`src/rtl/flash_ctrl_banked_if.sv`:
```
// Bus bundle between the 68k decode, the flash controller and the flash pins.
//   master : CPU/board side. Drives A, AS_n, DS_n, RW_n and the flash ready
//            line FLASH_BUSY_n. Observes the decode hit, DTACK and the flash
//            strobes and address.
//   slave  : flash controller. Consumes the CPU cycle and the busy line.
//            Drives flash_access, flash_dtack_n, FLASH_OE_n, FLASH_WE_n,
//            FLASH_RESET_n and FLASH_AH.
interface flash_ctrl_banked_if #(
  parameter int BANK_BITS = 1
);
  logic [23:1]        A;
  logic               AS_n;
  logic               DS_n;
  logic               RW_n;
  logic               FLASH_BUSY_n;
  logic               flash_access;
  logic               flash_dtack_n;
  logic               FLASH_OE_n;
  logic               FLASH_WE_n;
  logic               FLASH_RESET_n;
  logic [BANK_BITS:0] FLASH_AH;

  modport master (
    output A, AS_n, DS_n, RW_n, FLASH_BUSY_n,
    input  flash_access, flash_dtack_n, FLASH_OE_n, FLASH_WE_n,
           FLASH_RESET_n, FLASH_AH
  );

  modport slave (
    input  A, AS_n, DS_n, RW_n, FLASH_BUSY_n,
    output flash_access, flash_dtack_n, FLASH_OE_n, FLASH_WE_n,
           FLASH_RESET_n, FLASH_AH
  );
endinterface

```
`src/rtl/flash_ctrl_banked.sv`:
```
// Banked flash / MAPROM controller.
// Decodes 68k cycles into the flash windows, runs a wait-state FSM that drives
// the flash OE_n/WE_n strobes and DTACK, waits (with a timeout) for the flash
// to report ready, and selects one of 2^BANK_BITS ROM banks latched at reset.
// Ports:
//   CLKCPU         CPU clock, every state change on its rising edge
//   RESET          synchronous active-high reset; also latches the MAPROM
//                  mode and the ROM bank
//   enable_maprom  MAPROM mode request (sampled only while RESET=1)
//   rom_bank       ROM bank select    (sampled only while RESET=1)
//   busy_timeout   sticky flag: a busy-wait ran out of time
//   bus            slave side of flash_ctrl_banked_if (CPU cycle in,
//                  decode hit / DTACK / flash pins out)
module flash_ctrl_banked #(
  parameter int         BANK_BITS    = 1,
  parameter int         WAIT_RD      = 2,
  parameter int         WAIT_WR      = 3,
  parameter int         BUSY_TIMEOUT = 255,
  parameter logic [7:0] OVL_CLR_PAGE = 8'hBF
) (
  input  logic                 CLKCPU,
  input  logic                 RESET,
  input  logic                 enable_maprom,
  input  logic [BANK_BITS-1:0] rom_bank,
  output logic                 busy_timeout,
  flash_ctrl_banked_if.slave   bus
);

  localparam logic [2:0] ST_IDLE   = 3'd0;
  localparam logic [2:0] ST_BWAIT  = 3'd1;
  localparam logic [2:0] ST_READ   = 3'd2;
  localparam logic [2:0] ST_WSETUP = 3'd3;
  localparam logic [2:0] ST_WPULSE = 3'd4;
  localparam logic [2:0] ST_ACK    = 3'd5;

  localparam int            TW      = (BUSY_TIMEOUT < 1) ? 1 : $clog2(BUSY_TIMEOUT + 1);
  localparam logic [3:0]    RD_INIT = 4'(WAIT_RD);
  localparam logic [3:0]    WR_INIT = 4'(WAIT_WR);
  localparam logic [TW-1:0] TO_INIT = TW'(BUSY_TIMEOUT);

  logic [2:0]           state_reg;
  logic [3:0]           cnt_reg;
  logic [TW-1:0]        tcnt_reg;
  logic                 oe_n_reg;
  logic                 we_n_reg;
  logic                 dtack_n_reg;
  logic                 busy_timeout_reg;
  logic                 ovl_reg;
  logic                 ovl_cycle_reg;
  logic                 maprom_en_reg;
  logic [BANK_BITS-1:0] bank_reg;

  logic                 ovl_eff;
  logic [BANK_BITS-1:0] bank_eff;
  logic                 win_low;
  logic                 win_a;
  logic                 win_f8;
  logic                 win_e0;
  logic                 hit;
  logic                 ovl_clr;
  logic [2:0]           disp_state;
  logic                 disp_oe_n;
  logic                 unused_addr_bits;

  // The overlay seen by a flash cycle is frozen when the cycle leaves IDLE,
  // so a concurrent overlay clear cannot move FLASH_AH under a running access.
  assign ovl_eff = (state_reg == ST_IDLE) ? ovl_reg : ovl_cycle_reg;

  // Without MAPROM the bank select has no meaning; force it to bank 0.
  for (genvar gi = 0; gi < BANK_BITS; gi++) begin : g_bank
    assign bank_eff[gi] = bank_reg[gi] & maprom_en_reg;
  end

  // Window decode
  assign win_a   = (bus.A[23:20] == 4'hA)     && !maprom_en_reg;
  assign win_low = (bus.A[23:20] == 4'h0)     &&  maprom_en_reg && ovl_eff;
  assign win_f8  = (bus.A[23:19] == 5'b11111) &&  maprom_en_reg;
  assign win_e0  = (bus.A[23:19] == 5'b11100) &&  maprom_en_reg;
  assign hit     = win_a || win_low || win_f8 || win_e0;

  // A CPU write into the CIA page drops the boot overlay.
  assign ovl_clr = (bus.A[23:16] == OVL_CLR_PAGE) && !bus.AS_n && !bus.RW_n;

  // Where a cycle goes once the flash is ready (shared by IDLE and BWAIT).
  // MAPROM writes are acknowledged without ever pulsing WE_n.
  always_comb begin
    disp_state = ST_ACK;
    disp_oe_n  = 1'b1;
    if (bus.RW_n) begin
      disp_state = ST_READ;
      disp_oe_n  = 1'b0;
    end else if (!maprom_en_reg) begin
      disp_state = ST_WSETUP;
    end
  end

  always_ff @(posedge CLKCPU) begin
    if (RESET) begin
      state_reg        <= ST_IDLE;
      cnt_reg          <= 4'd0;
      tcnt_reg         <= '0;
      oe_n_reg         <= 1'b1;
      we_n_reg         <= 1'b1;
      dtack_n_reg      <= 1'b1;
      busy_timeout_reg <= 1'b0;
      ovl_reg          <= 1'b1;
      ovl_cycle_reg    <= 1'b1;
      maprom_en_reg    <= enable_maprom;
      bank_reg         <= rom_bank;
    end else begin
      if (ovl_clr) begin
        ovl_reg <= 1'b0;
      end

      if (bus.AS_n) begin
        // End of bus cycle, or an abort: release everything at once.
        // A write pulse cut short here is acceptable to the flash.
        state_reg   <= ST_IDLE;
        oe_n_reg    <= 1'b1;
        we_n_reg    <= 1'b1;
        dtack_n_reg <= 1'b1;
      end else begin
        case (state_reg)
          ST_IDLE: begin
            if (hit) begin
              ovl_cycle_reg <= ovl_reg;
              if (!bus.FLASH_BUSY_n) begin
                state_reg <= ST_BWAIT;
                tcnt_reg  <= TO_INIT;
              end else begin
                state_reg <= disp_state;
                oe_n_reg  <= disp_oe_n;
                cnt_reg   <= RD_INIT;
              end
            end
          end

          ST_BWAIT: begin
            if (bus.FLASH_BUSY_n) begin
              state_reg <= disp_state;
              oe_n_reg  <= disp_oe_n;
              cnt_reg   <= RD_INIT;
            end else if (tcnt_reg == '0) begin
              // Give up waiting: flag it and run the cycle anyway so the
              // CPU is never left without DTACK.
              busy_timeout_reg <= 1'b1;
              state_reg        <= disp_state;
              oe_n_reg         <= disp_oe_n;
              cnt_reg          <= RD_INIT;
            end else begin
              tcnt_reg <= tcnt_reg - TW'(1);
            end
          end

          ST_READ: begin
            if (cnt_reg == 4'd0) begin
              state_reg   <= ST_ACK;
              dtack_n_reg <= 1'b0;
            end else begin
              cnt_reg <= cnt_reg - 4'd1;
            end
          end

          ST_WSETUP: begin
            if (!bus.DS_n) begin
              state_reg <= ST_WPULSE;
              we_n_reg  <= 1'b0;
              cnt_reg   <= WR_INIT;
            end
          end

          ST_WPULSE: begin
            if (cnt_reg == 4'd0) begin
              state_reg   <= ST_ACK;
              we_n_reg    <= 1'b1;
              dtack_n_reg <= 1'b0;
            end else begin
              cnt_reg <= cnt_reg - 4'd1;
            end
          end

          ST_ACK: begin
            // Entered directly from dispatch for ignored writes, so DTACK
            // is asserted here rather than on the transition.
            dtack_n_reg <= 1'b0;
          end

          default: begin
            state_reg <= ST_IDLE;
          end
        endcase
      end
    end
  end

  assign bus.flash_access  = hit;
  assign bus.flash_dtack_n = dtack_n_reg;
  assign bus.FLASH_OE_n    = oe_n_reg;
  assign bus.FLASH_WE_n    = we_n_reg;
  assign bus.FLASH_RESET_n = ~RESET;
  assign bus.FLASH_AH      = {bank_eff, bus.A[19] | ovl_eff};
  assign busy_timeout      = busy_timeout_reg;

  // Word offset inside a 64 KiB page does not affect decoding.
  assign unused_addr_bits = ^bus.A[15:1];

endmodule

```
`src/flat_wrapper.sv`:
```
// flat-port wrapper written by rule: the top's interface ports become plain ports
module flash_ctrl_banked_flat 
#(
  parameter int         BANK_BITS    = 1,
  parameter int         WAIT_RD      = 2,
  parameter int         WAIT_WR      = 3,
  parameter int         BUSY_TIMEOUT = 255,
  parameter logic [7:0] OVL_CLR_PAGE = 8'hBF
)
  (CLKCPU, RESET, enable_maprom, rom_bank, busy_timeout, bus_A, bus_AS_n, bus_DS_n, bus_RW_n, bus_FLASH_BUSY_n, bus_flash_access, bus_flash_dtack_n, bus_FLASH_OE_n, bus_FLASH_WE_n, bus_FLASH_RESET_n, bus_FLASH_AH);
  flash_ctrl_banked_if #(.BANK_BITS(BANK_BITS)) bus_i ();
  input  logic CLKCPU;
  input  logic RESET;
  input  logic enable_maprom;
  input  logic [BANK_BITS-1:0] rom_bank;
  output logic busy_timeout;
  input wire logic [$bits(bus_i.A)-1:0] bus_A;
  input wire logic [$bits(bus_i.AS_n)-1:0] bus_AS_n;
  input wire logic [$bits(bus_i.DS_n)-1:0] bus_DS_n;
  input wire logic [$bits(bus_i.RW_n)-1:0] bus_RW_n;
  input wire logic [$bits(bus_i.FLASH_BUSY_n)-1:0] bus_FLASH_BUSY_n;
  output wire logic [$bits(bus_i.flash_access)-1:0] bus_flash_access;
  output wire logic [$bits(bus_i.flash_dtack_n)-1:0] bus_flash_dtack_n;
  output wire logic [$bits(bus_i.FLASH_OE_n)-1:0] bus_FLASH_OE_n;
  output wire logic [$bits(bus_i.FLASH_WE_n)-1:0] bus_FLASH_WE_n;
  output wire logic [$bits(bus_i.FLASH_RESET_n)-1:0] bus_FLASH_RESET_n;
  output wire logic [$bits(bus_i.FLASH_AH)-1:0] bus_FLASH_AH;
  assign bus_i.A = bus_A;
  assign bus_i.AS_n = bus_AS_n;
  assign bus_i.DS_n = bus_DS_n;
  assign bus_i.RW_n = bus_RW_n;
  assign bus_i.FLASH_BUSY_n = bus_FLASH_BUSY_n;
  assign bus_flash_access = bus_i.flash_access;
  assign bus_flash_dtack_n = bus_i.flash_dtack_n;
  assign bus_FLASH_OE_n = bus_i.FLASH_OE_n;
  assign bus_FLASH_WE_n = bus_i.FLASH_WE_n;
  assign bus_FLASH_RESET_n = bus_i.FLASH_RESET_n;
  assign bus_FLASH_AH = bus_i.FLASH_AH;
  flash_ctrl_banked #(.BANK_BITS(BANK_BITS), .WAIT_RD(WAIT_RD), .WAIT_WR(WAIT_WR), .BUSY_TIMEOUT(BUSY_TIMEOUT), .OVL_CLR_PAGE(OVL_CLR_PAGE)) u_core (.CLKCPU(CLKCPU), .RESET(RESET), .enable_maprom(enable_maprom), .rom_bank(rom_bank), .busy_timeout(busy_timeout), .bus(bus_i));
endmodule
```
`config.mk`:
```
export PLATFORM = sky130hd
export DESIGN_NAME = flash_ctrl_banked_flat
export DESIGN_NICKNAME = d
export VERILOG_FILES = /design/src/rtl/flash_ctrl_banked_if.sv /design/src/rtl/flash_ctrl_banked.sv /design/src/flat_wrapper.sv
export SDC_FILE = /design/constraint.sdc
export NUM_CORES = 1
export LEC_CHECK = 0
export CAP_MARGIN = 5
export CORE_ASPECT_RATIO = 1.25
export CORE_UTILIZATION = 46
export DETAILED_ROUTE_END_ITERATION = 6
export PLACE_DENSITY = 0.87
export SLEW_MARGIN = 10
export SYNTH_ARGS = -nofsm -noshare
export SYNTH_HDL_FRONTEND = slang
export SYNTH_SLANG_ARGS = --single-unit
```
`constraint.sdc`:
```
create_clock -name CLKCPU -period 2.38 [get_ports CLKCPU]
set_clock_uncertainty 0.15 [all_clocks]
set_input_delay 0.476 -clock CLKCPU [delete_from_list [all_inputs] [get_ports CLKCPU]]
set_output_delay 0.476 -clock CLKCPU [all_outputs]
set_load 0.005 [all_outputs]
```
==> summary.md <==
| Metric | Value |
|---|---|
| Outcome | completed |
| Die Area | 3370 sq um |
| Crit-path max cell delay | 500 ps |
| Most frequent cells after synthesis | dfxtp_1, nand2_1, nor2_1, a21oi_1 |
| Number of nets in the layout | 258 |
| Critical Path RT | ~1800 ps |
| Number of I/O port buffers | 23 |
| Sequential share of the synthesized area | 0.333 |
| Critical Path Source Type | primary input |
| R2r setup slk | 260 ps |
| Synthesized area per cell | between 8 and 9 sq um |
| Post-route fraction of the period consumed by the critical path | 0.991 |
| Fillers | ~240 |
| Detailed-routing iteration count for the pre-antenna-repair pass | 4 |
| Worst Setup SP | bus_A[21] |
| Worst min-delay path category | flop to flop |
| Number of endpoints failing setup at the final stage | 0 |
| Vias in the first global route | 1517 |
| Critical register-to-register path endpoint | u_core.tcnt_reg[5] |
| Clock tree from TritonCTS | yes |
| Sort of element at the end of the critical path | output port |
| Skew-Pair Late Insertion Delay | 320 ps |
| Maximum number of pins on one net before global-route repair | 19 |
| Final hold violation count | 0 |
| Lkg Pwr | ~0.74 nW |
| Number of nets with antenna violations after routing | 0 |
| Number of placement rows | 22 |
| Max reg flops | 8 |
| Highest-delay cell along the critical path | or4_4 |
| Fraction of final layout cells sized beyond drive strength 1 | 0.197 |
| Critical Setup Path Class | primary input to output port |
| Area delta synth->final | 34.8% |
| Setup repair after global routing missed its margin | no |
| Number of warnings reported in the yosys synthesis log | 0 |
| Worst Path Max Fanout | 3 |
| Library cell used as clock root buffer | clkbuf_4 |
| Crit-path cells | clkdlybuf4s15_1 > or2_1 > or4_4 > o21ai_4 > buf_2 |
| Max-slew violation count | 0 |
| Worst setup timing slack at the placement stage | -571 ps |
| Overall Global Routing Usage | 0.250 |
| Least-Margin Pin Slew | 422 ps |
| FF+latch count, synth | 23 |
| Cell Count Post-Placement | between 200 and 300 |
| Post-detailed-route DRC marker count | 0 |
| Reg clk slew, reported paths | 120 ps |
| Post-synth top flop | dfxtp_1 |
| Top-area cell type share of the netlist area | 0.291 |
| Timing-limited maximum frequency | 0.424 GHz |
| Setup slack after layout | approximately 22 ps |
| Overall via count from detail_route | 1563 |
| Most area-hungry cell type in the Yosys netlist | dfxtp_1 |
| First DRT Iteration DRCs | 54 |
| Initial Util | 0.486 |
| Post-Syn Nets | 209 |
| Yosys cell types | 55 |
| Number of synthesized flops with an enable pin | 2 |
| Dominant cell by count in the synthesized netlist | dfxtp_1 |
| Signal arrival time at the worst endpoint | 1730 ps |
| Initial antenna violation count | 0 |
| Fin cells | 259 |
| Power consumption | 0.000779 W |
| Avg WL per Cell | 15.0 microns |
| Maximum clock insertion buffer count | 2 |
| Relative slew slack | 0.716 |
| R2R cell count | 6 |
| Worst setup endpoint | bus_flash_access |
| # Max-Cap Violations | 0 |
| Fraction of the core area covered by cells at the end of the flow | 0.655 |
| Origin of the critical flop-to-flop path | u_core.state_reg[1] |
| Final routed wirelength across all metal layers | 3880 microns |
| First-pass GRT wire length | between 6000 and 7000 microns |
| CORE AREA | 2970 sq um |
| Total congestion overflow after global routing | 0 |
| Die X-Extent | 52.1 microns |
| Count of boundary I/O pins | 39 |
| Clock sink total | 23 |
| Post-DP HPWL | approximately 2800 microns |
| Gp weighted congestion | 0.868 |
| Power density cells | 400 nW/um^2 |
| Shortest period the worst path allows | roughly 2400 ps |
| Number of CTS-inserted buffers | 3 |
| Worst hold slack | 311 ps |
| Number of stages on the worst hold path | 2 |
| Post-CTS Hold Buffers | 0 |
| Synthesized cell area | 1440 sq um |
| Worst ir drop on vdd | roughly 0.26 mV |
| Post-Synthesis Cells | 175 |
| Fraction of registers with async set/reset | 0 |
| H-Tree Depth | 1 |
| Antenna cell count | 0 |
| Synth area leaders | dfxtp_1, a21oi_1, edfxtp_1, nand2_1, nor2_1 |
| Height of the die | 64.6 microns |
| Vias per Instance | 6.03 |
==> logic make-up (layout without fill, tap and decap cells) <==
kind of cell	count (synthesis)	count (layout)	share of synthesized area
xor+xnor	1	1	0.00607
simple gates	72	72	0.282
fa+ha+maj	3	3	0.0260
flops	23	23	0.333
compound gates	61	61	0.302
buf+inv	14	62	0.0442
mux	1	1	0.00693
==> critical path, delay by kind of cell <==
family / cells / cell delay [ps]
AND/OR/NAND/NOR: 2 / 750
AO/OA/AOI/OAI: 1 / 180
buffers and inverters: 2 / 320
==> worst min-delay path by stage <==
stage                              from                  endpoint  slack (ps)
2_1_floorplan        u_core.tcnt_reg[7]        u_core.tcnt_reg[7]         300
3_3_place_gp   u_core.bus.flash_dtack_n  u_core.bus.flash_dtack_n         290
3_5_place_dp   u_core.bus.flash_dtack_n  u_core.bus.flash_dtack_n         300
4_1_cts        u_core.bus.flash_dtack_n  u_core.bus.flash_dtack_n         320
5_1_grt        u_core.bus.flash_dtack_n  u_core.bus.flash_dtack_n         330
6_report       u_core.bus.flash_dtack_n  u_core.bus.flash_dtack_n         310
==> report_power, final <==
group / switching, W / leakage, nW / total (W) / internal (W)
Combinational: 0.0000891 / 0.530 / 0.000185 / 0.0000964
Clock: 0.000119 / 0.0150 / 0.000185 / 0.0000659
Sequential: 0.00000818 / 0.190 / 0.000408 / 0.000400
Total: 0.000217 / 0.735 / 0.000779 / 0.000562
==> layout make-up <==
cell class,count,area [sq um],area share
Tap cell,36,45.0,0.0231
Timing Repair Buffer,51,435,0.224
Inverter,7,26.3,0.0135
Sequential cell,23,482,0.247
Clock buffer,4,26.3,0.0135
Multi-Input combinational cell,138,932,0.479
==> timing repair <==
action | 4_1_cts | 5_1_grt
setup buffers | 2 | 0
gates resized for setup | 17 | 1
gates cloned | 0 | 0
pin swaps | 3 | 0
setup endpoints to repair | 2 | 1
==> per-stage QoR <==
stage	area [sq um]	TNS, ps
floorplan	1440	0
global placement	1880	-1430
detailed placement	1880	-2250
CTS	1940	0
global route	1950	0
finish	1950	0
==> routing by layer <==
layer / track usage / share of wire
met3: 0.0258 / 0.043
met2: 0.446 / 0.50
met5: 0 / 0
met4: 0.142 / 0.039
met1: 0.278 / 0.42
==> cells in the final DEF, fill, tap and decap left out, types with 2 or more instances in the layout <==
cell              n
a211oi_1          3
a21oi_1          15
a311oi_1          3
and2_1            3
buf_4            28
clkbuf_4          3
clkdlybuf4s15_1   2
clkdlybuf4s50_1  17
dfxtp_1          20
dlygate4sd2_1     2
edfxtp_1          2
ha_1              3
inv_1             7
nand2_1          16
nand2b_1          8
nand3_1           2
nand3b_1          2
nor2_1           16
nor2b_1           2
nor3_1            5
nor3b_1           2
nor4_1            2
o211ai_1          3
o21a_1            2
o21ai_0           8
o21ai_1           2
o22ai_1           4
o31ai_1           3
o32ai_1           2
o41ai_1           2
Power figures use the tool's default switching activity.
